### config.mk
export PLATFORM = sky130hd
export DESIGN_NAME = lcd_msg_arbiter
export DESIGN_NICKNAME = d
export VERILOG_FILES = /design/src/rtl/lcd_pkg.sv /design/src/rtl/lcd_msg_arbiter_byte_writer.sv /design/src/rtl/lcd_msg_arbiter.sv
export SDC_FILE = /design/constraint.sdc
export NUM_CORES = 1
export LEC_CHECK = 0
export ABC_CLOCK_PERIOD_IN_PS = 3740
export CAP_MARGIN = 40
export CORE_ASPECT_RATIO = 0.5
export CORE_MARGIN = 5
export CORE_UTILIZATION = 35
export CTS_CLUSTER_DIAMETER = 60
export DETAILED_ROUTE_END_ITERATION = 8
export GPL_TIMING_DRIVEN = 0
export PLACE_DENSITY_LB_ADDON = 0.25
export SYNTH_ARGS = -nofsm -noshare
export SYNTH_HDL_FRONTEND = slang
export SYNTH_SLANG_ARGS = --single-unit
### constraint.sdc
create_clock -name CLOCK -period 3.74 [get_ports CLOCK]
set_input_delay 0.748 -clock CLOCK [delete_from_list [all_inputs] [get_ports CLOCK]]
set_output_delay 0.748 -clock CLOCK [all_outputs]
set_load 0.01 [all_outputs]
### src/rtl/lcd_pkg.sv
// lcd_pkg: shared constants and types for the LCD message arbiter.
//   - HD44780-style command bytes used by init and message framing
//   - top-level state encoding
//   - MSG_BYTES: byte writes per message (line1 addr + 16 chars + line2 addr + 16 chars)
package lcd_pkg;

  localparam logic [7:0] LCD_FUNC_SET = 8'h38;
  localparam logic [7:0] LCD_DISP_ON  = 8'h0C;
  localparam logic [7:0] LCD_ENTRY    = 8'h06;
  localparam logic [7:0] LCD_CLEAR    = 8'h01;
  localparam logic [7:0] LCD_LINE1    = 8'h80;
  localparam logic [7:0] LCD_LINE2    = 8'hC0;

  localparam int MSG_BYTES = 34;

  typedef enum logic [2:0] {
    ST_PWR, ST_INIT, ST_IDLE, ST_GRANT, ST_XFER, ST_DONE
  } state_t;

  function automatic int imax(input int a, input int b);
    return (a > b) ? a : b;
  endfunction

  // Power-up init command order
  function automatic logic [7:0] init_byte(input logic [1:0] i);
    case (i)
      2'd0:    return LCD_FUNC_SET;
      2'd1:    return LCD_DISP_ON;
      2'd2:    return LCD_ENTRY;
      default: return LCD_CLEAR;
    endcase
  endfunction

endpackage

### src/rtl/lcd_msg_arbiter_byte_writer.sv
// lcd_byte_writer: one LCD bus write (setup / EN pulse / command wait) with a
// start/done handshake. Owns the single delay counter, which also times the
// power-up idle period (pwr=1: counts PWR_WAIT with EN low, bus untouched).
// Ports:
//   CLOCK, rst      clock, async active-low reset
//   start           begin a write (or power wait if pwr=1); accepted any cycle
//   pwr             select power-up wait instead of a byte write
//   rs_in, data_in  byte to write
//   done            high on the final wait cycle (combinational)
//   idle            no operation in progress
//   lcd_rs/en/data  registered LCD bus
module lcd_byte_writer
  import lcd_pkg::*;
#(
  parameter int SETUP_CYCLES = 3,
  parameter int EN_CYCLES    = 25,
  parameter int CMD_WAIT     = 2000,
  parameter int CLR_WAIT     = 80000,
  parameter int PWR_WAIT     = 1000000
) (
  input  logic       CLOCK,
  input  logic       rst,
  input  logic       start,
  input  logic       pwr,
  input  logic       rs_in,
  input  logic [7:0] data_in,
  output logic       done,
  output logic       idle,
  output logic       lcd_rs,
  output logic       lcd_en,
  output logic [7:0] lcd_data
);

  localparam int MAXC = imax(imax(imax(SETUP_CYCLES, EN_CYCLES), imax(CMD_WAIT, CLR_WAIT)), PWR_WAIT);
  localparam int CW   = $clog2(MAXC + 1);

  typedef enum logic [1:0] {W_IDLE, W_SETUP, W_EN, W_WAIT} wphase_t;

  wphase_t       phase;
  logic [CW-1:0] cnt;
  logic [CW-1:0] wait_len;

  assign done = (phase == W_WAIT) && (cnt == wait_len);
  assign idle = (phase == W_IDLE);

  // Counts run 1..N so each phase lasts exactly its parameter in cycles.
  always_ff @(posedge CLOCK or negedge rst) begin
    if (!rst) begin
      phase    <= W_IDLE;
      cnt      <= '0;
      wait_len <= '0;
      lcd_rs   <= 1'b0;
      lcd_en   <= 1'b0;
      lcd_data <= 8'h00;
    end else if (start) begin
      cnt    <= CW'(1);
      lcd_en <= 1'b0;
      if (pwr) begin
        phase    <= W_WAIT;
        wait_len <= CW'(PWR_WAIT);
      end else begin
        phase    <= W_SETUP;
        lcd_rs   <= rs_in;
        lcd_data <= data_in;
        wait_len <= (!rs_in && data_in == LCD_CLEAR) ? CW'(CLR_WAIT) : CW'(CMD_WAIT);
      end
    end else begin
      case (phase)
        W_SETUP: if (cnt == CW'(SETUP_CYCLES)) begin
          phase  <= W_EN;
          lcd_en <= 1'b1;
          cnt    <= CW'(1);
        end else cnt <= cnt + 1'b1;
        W_EN: if (cnt == CW'(EN_CYCLES)) begin
          phase  <= W_WAIT;
          lcd_en <= 1'b0;
          cnt    <= CW'(1);
        end else cnt <= cnt + 1'b1;
        W_WAIT: if (done) phase <= W_IDLE;
                else      cnt   <= cnt + 1'b1;
        default: phase <= W_IDLE;
      endcase
    end
  end

endmodule

### src/rtl/lcd_msg_arbiter.sv
// lcd_msg_arbiter: shares a 16x2 LCD between two 32-char message sources.
// Power-up wait, init sequence, then round-robin grants; each grant latches
// the 256-bit message and streams 34 byte writes (line addresses + chars).
// Optional macro LCD_CLEAR_ON_SWITCH_EN: prefix a clear when ownership changes.
// Ports:
//   CLOCK, rst      clock, async active-low reset
//   req[1:0]        level requests, held until ack
//   msg0, msg1      messages, char 0 in [255:248]
//   ack[1:0]        one-cycle done pulse per requester
//   busy            high outside IDLE
//   owner           last-granted requester
//   LCD_RS/RW/EN/DATA  LCD bus (RW tied 0)
module lcd_msg_arbiter
  import lcd_pkg::*;
#(
  parameter int SETUP_CYCLES = 3,
  parameter int EN_CYCLES    = 25,
  parameter int CMD_WAIT     = 2000,
  parameter int CLR_WAIT     = 80000,
  parameter int PWR_WAIT     = 1000000
) (
  input  logic         CLOCK,
  input  logic         rst,
  input  logic [1:0]   req,
  input  logic [255:0] msg0,
  input  logic [255:0] msg1,
  output logic [1:0]   ack,
  output logic         busy,
  output logic         owner,
  output logic         LCD_RS,
  output logic         LCD_RW,
  output logic         LCD_EN,
  output logic [7:0]   LCD_DATA
);

  state_t       state;
  logic [5:0]   idx;        // next byte to issue
  logic [255:0] msg_buf;
  logic         grant;
  logic         clr_first;  // transfer starts with an extra clear

  logic         wr_start, wr_pwr, wr_rs, wr_done, wr_idle;
  logic [7:0]   wr_data;
  logic [5:0]   total, bi;
  logic [4:0]   k;

  assign LCD_RW = 1'b0;
  assign total  = 6'(MSG_BYTES) + {5'b0, clr_first};
  assign bi     = idx - {5'b0, clr_first};
  assign k      = (bi < 6'd17) ? 5'(bi - 6'd1) : 5'(bi - 6'd2);

  // Next write is issued on the same edge the previous one finishes, so
  // back-to-back bytes carry no handshake bubble.
  always_comb begin
    wr_start = 1'b0;
    wr_pwr   = 1'b0;
    wr_rs    = 1'b0;
    wr_data  = 8'h00;
    case (state)
      ST_PWR: begin
        wr_pwr   = 1'b1;
        wr_start = wr_idle;
      end
      ST_INIT: begin
        wr_data  = init_byte(idx[1:0]);
        wr_start = (wr_idle || wr_done) && (idx != 6'd4);
      end
      ST_XFER: begin
        wr_start = (wr_idle || wr_done) && (idx != total);
        if (clr_first && idx == 6'd0) wr_data = LCD_CLEAR;
        else if (bi == 6'd0)          wr_data = LCD_LINE1;
        else if (bi == 6'd17)         wr_data = LCD_LINE2;
        else begin
          wr_rs   = 1'b1;
          // {~k,3'b111} == 255 - 8*k
          wr_data = msg_buf[{~k, 3'b111} -: 8];
        end
      end
      default: ;
    endcase
  end

  always_ff @(posedge CLOCK or negedge rst) begin
    if (!rst) begin
      state     <= ST_PWR;
      idx       <= '0;
      msg_buf   <= '0;
      grant     <= 1'b0;
      clr_first <= 1'b0;
      ack       <= 2'b00;
      busy      <= 1'b1;
      owner     <= 1'b0;
    end else begin
      case (state)
        ST_PWR: if (wr_done) begin
          state <= ST_INIT;
          idx   <= '0;
        end
        ST_INIT: begin
          if (wr_start) idx <= idx + 1'b1;
          if (wr_done && idx == 6'd4) begin
            state <= ST_IDLE;
            busy  <= 1'b0;
          end
        end
        ST_IDLE: if (req != 2'b00) begin
          // Both requesting: serve the one that did not go last.
          grant <= (req == 2'b11) ? ~owner : req[1];
          state <= ST_GRANT;
          busy  <= 1'b1;
        end
        ST_GRANT: begin
          msg_buf <= grant ? msg1 : msg0;
          owner   <= grant;
`ifdef LCD_CLEAR_ON_SWITCH_EN
          clr_first <= (grant != owner);
`else
          clr_first <= 1'b0;
`endif
          idx   <= '0;
          state <= ST_XFER;
        end
        ST_XFER: begin
          if (wr_start) idx <= idx + 1'b1;
          if (wr_done && idx == total) begin
            state <= ST_DONE;
            ack   <= owner ? 2'b10 : 2'b01;
          end
        end
        ST_DONE: begin
          ack   <= 2'b00;
          busy  <= 1'b0;
          state <= ST_IDLE;
        end
        default: state <= ST_PWR;
      endcase
    end
  end

  lcd_byte_writer #(
    .SETUP_CYCLES(SETUP_CYCLES), .EN_CYCLES(EN_CYCLES), .CMD_WAIT(CMD_WAIT),
    .CLR_WAIT(CLR_WAIT), .PWR_WAIT(PWR_WAIT)
  ) u_wr (
    .CLOCK(CLOCK), .rst(rst), .start(wr_start), .pwr(wr_pwr),
    .rs_in(wr_rs), .data_in(wr_data), .done(wr_done), .idle(wr_idle),
    .lcd_rs(LCD_RS), .lcd_en(LCD_EN), .lcd_data(LCD_DATA)
  );

endmodule
==> Word level (Yosys, flattened, before mapping) <==
Cells that the tools add are included.
{ "word_totals": {"regBits": 322} }
{ "classes": {"add_sub_neg": 4, "order_cmp": 1, "n_eq_ne": 29, "shifts": 1, "mux": 43, "bitwise_logic": 3, "n_reduce_logical": 28} }
{ "op_table": {"columns": ["op", "n"], "rows": [
  ["$shiftx A263 B9 Y8", 1],
  ["$mux W256", 1],
  ["$mux W20", 5],
  ["$pmux W20 S3", 1],
  ["$pmux W6 S3", 2],
  ["$add A20 B1 Y20 const B", 1],
  ["$eq A20 B2 Y1 const B", 1],
  ["$eq A20 B20 Y1", 1],
  ["$eq A20 B5 Y1 const B", 1],
  ["$pmux W3 S6", 1],
  ["$mux W17", 1],
  ["$mux W8", 2],
  ["$pmux W8 S2", 1],
  ["$mux W2", 7],
  ["$mux W3", 4],
  ["$mux W6", 2],
  ["$reduce_and A3 Y1", 4],
  ["$mux W1", 10],
  ["$reduce_bool A3 Y1", 3],
  ["$eq A2 B2 Y1 const B", 4],
  ["$eq A8 B1 Y1 const B", 1],
  ["$ne A2 B2 Y1 const B", 4],
  ["$reduce_and A2 Y1", 4],
  ["$add A6 B1 Y6 const B", 1],
  ["32 further kinds", 46]
]} }

==> Longest topological paths before layout <==
{ "logic_depth": {"ltp_word": 11, "ltp_mapped": 16, "mapped_depth_nobuf": 10} }

==> Cells and area by module <==
A second synthesis with hierarchy kept.
{ "hier_totals": {"hier_cells": 1990, "area_unflattened_um2": 18552.8} }
{ "by_module_without_submodules": {"columns": ["module", "instances", "cells_per_inst", "area_each_um2", "seq_area_each_um2"], "rows": [
  ["lcd_msg_arbiter", 1, 1758, 16392.0, 6757.7],
  ["lcd_byte_writer", 1, 232, 2160.8, 950.9]
]} }

==> Worst setup path before layout <==
OpenSTA, ideal clock, no wires.
{ "synth_path": {"kind": "register to register", "from": "register idx[0]", "to": "register u_wr.wait_len[9]", "arrival_time_ps": 3466, "required_ps": 3615, "slack_ps": 150, "path_stages_with_launch": 14, "n_path_buf": 4, "period_less_slack_ps": 3590, "path_cell_list": "dfrtp_1 -> clkbuf_1 -> inv_2 -> clkbuf_1 -> ha_1 -> clkbuf_1 -> nor4b_2 -> a311o_2 -> buf_4 -> mux4_2 -> o22ai_1 -> a2111oi_1 -> nand3_1 -> mux2_2"} }
{ "synth_between": {"elab_chain_cells": 11} }
{ "synth_rtl": {"columns": ["item", "line_no", "text"], "rows": [
  ["from (decl)", "lcd_msg_arbiter.sv:37", "logic [5:0] idx;"],
  ["from (signal assigned)", "lcd_msg_arbiter.sv:100", "if (wr_start) idx <= idx + 1'b1;"],
  ["from (signal assigned)", "lcd_msg_arbiter.sv:124", "if (wr_start) idx <= idx + 1'b1;"],
  ["$sub A5 B2 Y5, or another cell as far along", "lcd_msg_arbiter.sv:50", "assign k = (bi < 6'd17) ? 5'(bi - 6'd1) : 5'(bi - 6'd2);"],
  ["$mux W5", "lcd_msg_arbiter.sv:50", null],
  ["$not A5 Y5", "lcd_msg_arbiter.sv:76", "wr_data = msg_buf[{~k, 3'b111} -: 8];"],
  ["$shiftx A263 B9 Y8", "lcd_msg_arbiter.sv:76", null],
  ["$mux W8", "lcd_msg_arbiter.sv:72", "else if (bi == 6'd17) wr_data = LCD_LINE2;"],
  ["$mux W8", "lcd_msg_arbiter.sv:71", "else if (bi == 6'd0) wr_data = LCD_LINE1;"],
  ["$pmux W8 S2", "lcd_msg_arbiter.sv:59", "case (state)"],
  ["$eq A8 B1 Y1", "lcd_msg_arbiter_byte_writer.sv:65", "wait_len <= (!rs_in && data_in == LCD_CLEAR) ? CW'(CLR_WAIT) : CW'(CMD_WAIT);"],
  ["$logic_and A1 B1 Y1", "lcd_msg_arbiter_byte_writer.sv:65", null],
  ["$mux W17", "lcd_msg_arbiter_byte_writer.sv:65", null],
  ["$mux W20", "lcd_msg_arbiter_byte_writer.sv:58", "if (pwr) begin"],
  ["to (signal assigned)", "lcd_msg_arbiter_byte_writer.sv:60", "wait_len <= CW'(PWR_WAIT);"],
  ["to (signal assigned)", "lcd_msg_arbiter_byte_writer.sv:65", null],
  ["to (decl)", "lcd_msg_arbiter_byte_writer.sv:41", "logic [CW-1:0] wait_len;"]
]} }
Parallel ways exist; a longest one is shown, timed or not.
A chain may end at the register's enable or synchronous reset.

==> Final worst setup path <==
{ "layout_path": {"from": "register idx[1]", "to": "register u_wr.lcd_data[6]"} }
{ "layout_between": {"elab_chain_cells": 7} }
{ "layout_rtl": {"columns": ["item", "line_no", "text"], "rows": [
  ["$sub A5 B2 Y5, or another cell as far along", "lcd_msg_arbiter.sv:50", null],
  ["$mux W5", "lcd_msg_arbiter.sv:50", null],
  ["$not A5 Y5", "lcd_msg_arbiter.sv:76", null],
  ["$shiftx A263 B9 Y8", "lcd_msg_arbiter.sv:76", null],
  ["$mux W8", "lcd_msg_arbiter.sv:72", null],
  ["$mux W8", "lcd_msg_arbiter.sv:71", null],
  ["$pmux W8 S2", "lcd_msg_arbiter.sv:59", null],
  ["to (signal assigned)", "lcd_msg_arbiter_byte_writer.sv:64", "lcd_data <= data_in;"],
  ["to (decl)", "lcd_msg_arbiter_byte_writer.sv:31", "output logic [7:0] lcd_data"]
]} }
Parallel ways exist; a longest one is shown, timed or not.

==> impl_metrics.toml <==
[logic_synthesis]
synthAdderAreaFrac = 0.0105
synth_area_per_cell_um2 = 9.55
synth_cell_types = 83
synth.area.mux_share = 0.258
synth_top_cell_area_share = 0.404
yosys.area.top_type = "dfrtp_1"
ys.flop_type = "dfrtp_1"
synthArstFlopShare = 1.00
syn-cell-area_mm2 = 0.0190
yosys.area_share.simple = 0.126
synth_seq_cells = 308
yosysWarningCount = 0
ys_seq_area_frac = 0.405
synth_xor_area_frac = 0.00368
synthTopCellsByArea = "dfrtp_1, mux2i_1, o21ai_0, nand2_1, mux4_2"
synth_edf_count = 0
synth_compound_area_frac = 0.155
synth_fp_nets = 2523
synthCells = 1991
synth_top_family_by_area = "multiplexers"

[cts]
clock-sinks = 308
cts_tree = "yes"
insertion_delay_ns = 0.60
cts_buffers = 30
cts_max_level = 1
path_clk_slew_ns = 0.08
cts_root_buffer = "clkbuf_16"
postCtsHoldBufs = 0
cts_buffer_depth = 3

[die]
initial_utilization = 0.354
die_area_mm2 = 0.0594
ios = 531
fp.dieW_um = 340
dieHeight_um = 175
core_mm2 = 0.0538
placement_rows = 60

[critical_path]
worstPathRequired_ns = 4.19
cp_max_fo = 10
critPathLaunchType = "register"
cp.arrival_ns = 4.18
end_kind = "register"
path_class = "register to register"

[drt]
routedLengthMet1_um = 33100
drc = 0
final_antenna_net_count = 0
dr.pass1.iters = 5
drt-initial-drc-count = 1769
vias_per_cell = 5.57
met3_length_um = 6860
wl_per_cell_um = 23.9
route.met2.wl_um = 37700
routed_wl_um = 79200
highest_layer = "met5"
vias = 18400

[timing]
max_freq_mhz = 268
timing.hold.ws_ns = 0.201
setup_violations = 0
finalClockSkew_ns = 0.0319
period_share = 0.999
fin_ws_ns = 0.00561
final_hold_viol_count = 0
slew_violations = 0
slew_headroom = 0.356
worstMarginPinSlew_ns = 0.956
min_period_ns = 3.73

[pwr]
swShare = 0.225
power_frac_comb = 0.101
p_int_mw = 5.67
p_clk_frac = 0.444
netSwitchingPower_mw = 1.64
vdd.ir_drop.worst_mv = 0.318
sequentialPowerShare = 0.455
p_leak_nw = 10.6
power_mw = 7.32
powerDensity_mw_per_mm2 = 274

[finish]
layout-drive-gt1-share = 0.0971
syn_to_final_growth_pct = 40.6
layout_common_cells = "clkdlybuf4s50_1, mux2i_1, nand2_1"
diodes = 0
final_util = 0.497
fill_cells = 5028
num-nets-final = 3105
layout_commonest_cell = "clkdlybuf4s50_1"

[place]
hpwl_um = 62700
dp_slack_ns = -1.37
io_buffers = 529
place_congestion = 0.998

[global_routing]
grt_pass1_wl_um = 114000
grt_max_degree = 118
grt.overflow.total = 0
track_usage = 0.251
grt_antenna_before_repair = 0
grt_pass1_vias = 18100

[run]
max_cap_viol_count = 0

[run_status]
status = "finished, final reports clean"

[worst_hold_path]
min_path_type = "primary input to asynchronous set/reset pin"
[power by group through the flow]
| stage | logic [mW] | clock network (mW) | registers (mW) |
|---|---|---|---|
| global placement | 0.734 | 0 | 3.40 |
| finish | 0.738 | 3.25 | 3.33 |
| CTS | 0.751 | 3.27 | 3.33 |
| global route | 0.789 | 3.39 | 3.33 |
| floorplan | 0.0746 | 0 | 3.39 |
| detailed placement | 0.749 | 0 | 3.39 |
[Yosys cell counts (all sizes together) (5+ instances only)]
cell / count
nand3: 51
mux2i: 375
xnor2: 5
o21ai: 317
o221ai: 6
dfrtp: 307
nand2: 344
nor2: 38
inv: 18
a211oi: 19
buf: 54
and3: 15
or3: 9
o41ai: 5
mux2: 28
a21oi: 51
a31oi: 8
nand2b: 7
o2111ai: 6
ha: 16
nor2b: 16
a22oi: 5
clkbuf: 108
o22ai: 9
o31ai: 18
a311oi: 6
nor4: 9
mux4: 37
nor3: 18
o211ai: 10
o311ai: 6
nand4: 7
[kinds of logic after synthesis]
family,count (synthesis)
mux,440
buf+inv,181
other cells,1
xor+xnor,8
fa+ha+maj,16
simple gates,534
compound gates,503
flops,308
[registers in the layout (all words and copies together), names as in the netlist]
name,cells
ack,2
u_wr.cnt,20
u_wr.wait_len,6
state,3
u_wr.lcd_rs,1
u_wr.phase,2
u_wr.lcd_data,8
owner,1
msg_buf,256
idx,6
u_wr.lcd_en,1
busy,1
grant,1
[critical path, stage by stage (launching register included)]
cell and delay [ns]:
dfrtp_2 0.42, buf_6 0.18, clkinvlp_4 0.10, ha_2 0.19
or4b_1 0.44, clkbuf_4 0.22, buf_4 0.22, a21oi_4 0.20
nor2_4 0.08, buf_12 0.17, buf_6 0.20, mux2i_1 0.36
a22oi_1 0.14, a31oi_2 0.33, a32o_1 0.22, a31oi_1 0.10
[cell type report]
| cell class | count | area (um2) | area share |
|---|---|---|---|
| multi-input cells | 1502 | 10700 | 0.401 |
| clock inverters | 14 | 159 | 0.00594 |
| repair buffers | 552 | 5530 | 0.207 |
| plain buffers | 160 | 782 | 0.0292 |
| flip-flops and latches | 308 | 7710 | 0.288 |
| clock buffers | 40 | 860 | 0.0321 |
| inverters | 19 | 78.8 | 0.00295 |
| well taps | 713 | 892 | 0.0334 |
[routing by layer]
layer  GRT usage  vias up
met2       0.417      746
met3      0.0657      112
met1       0.334     9186
met4      0.0504        2
li1            -     8390
met5     0.00801        -
[repair_timing]
action / CTS / global route
resized for setup: 61 / 16
cloned: 0 / 0
endpoints found under the hold margin: 0 / 0
setup endpoints to repair: 12 / 9
pin swaps: 5 / 3
buffers inserted: 10 / 6
[through the flow]
| step | setup TNS (ns) | cells | instance area [um2] |
|---|---|---|---|
| 3_3_place_gp | -3589.27 | 3233 | 25200 |
| 3_5_place_dp | -12.94 | 3240 | 25300 |
| 4_1_cts | 0 | 3303 | 26700 |
| 2_1_floorplan | 0 | 1991 | 19000 |
| 6_report | 0 | 3308 | 26700 |
| 5_1_grt | -0.00955 | 3308 | 26700 |
[worst paths after layout]
check / start / end / slack [ns] / cells past startpoint
min in group CLOCK: busy / busy / 0.47 / 2
max reg2reg: idx[1] / u_wr.lcd_data[6] / 0.006 / 15
min reg2reg: busy / busy / 0.47 / 2
max: idx[1] / u_wr.lcd_data[6] / 0.006 / 15
min: rst / msg_buf[162] / 0.20 / 1
max in group asynchronous: rst / msg_buf[96] / 2.46 / 2
Note: power is estimated with default switching activity, not from simulation.
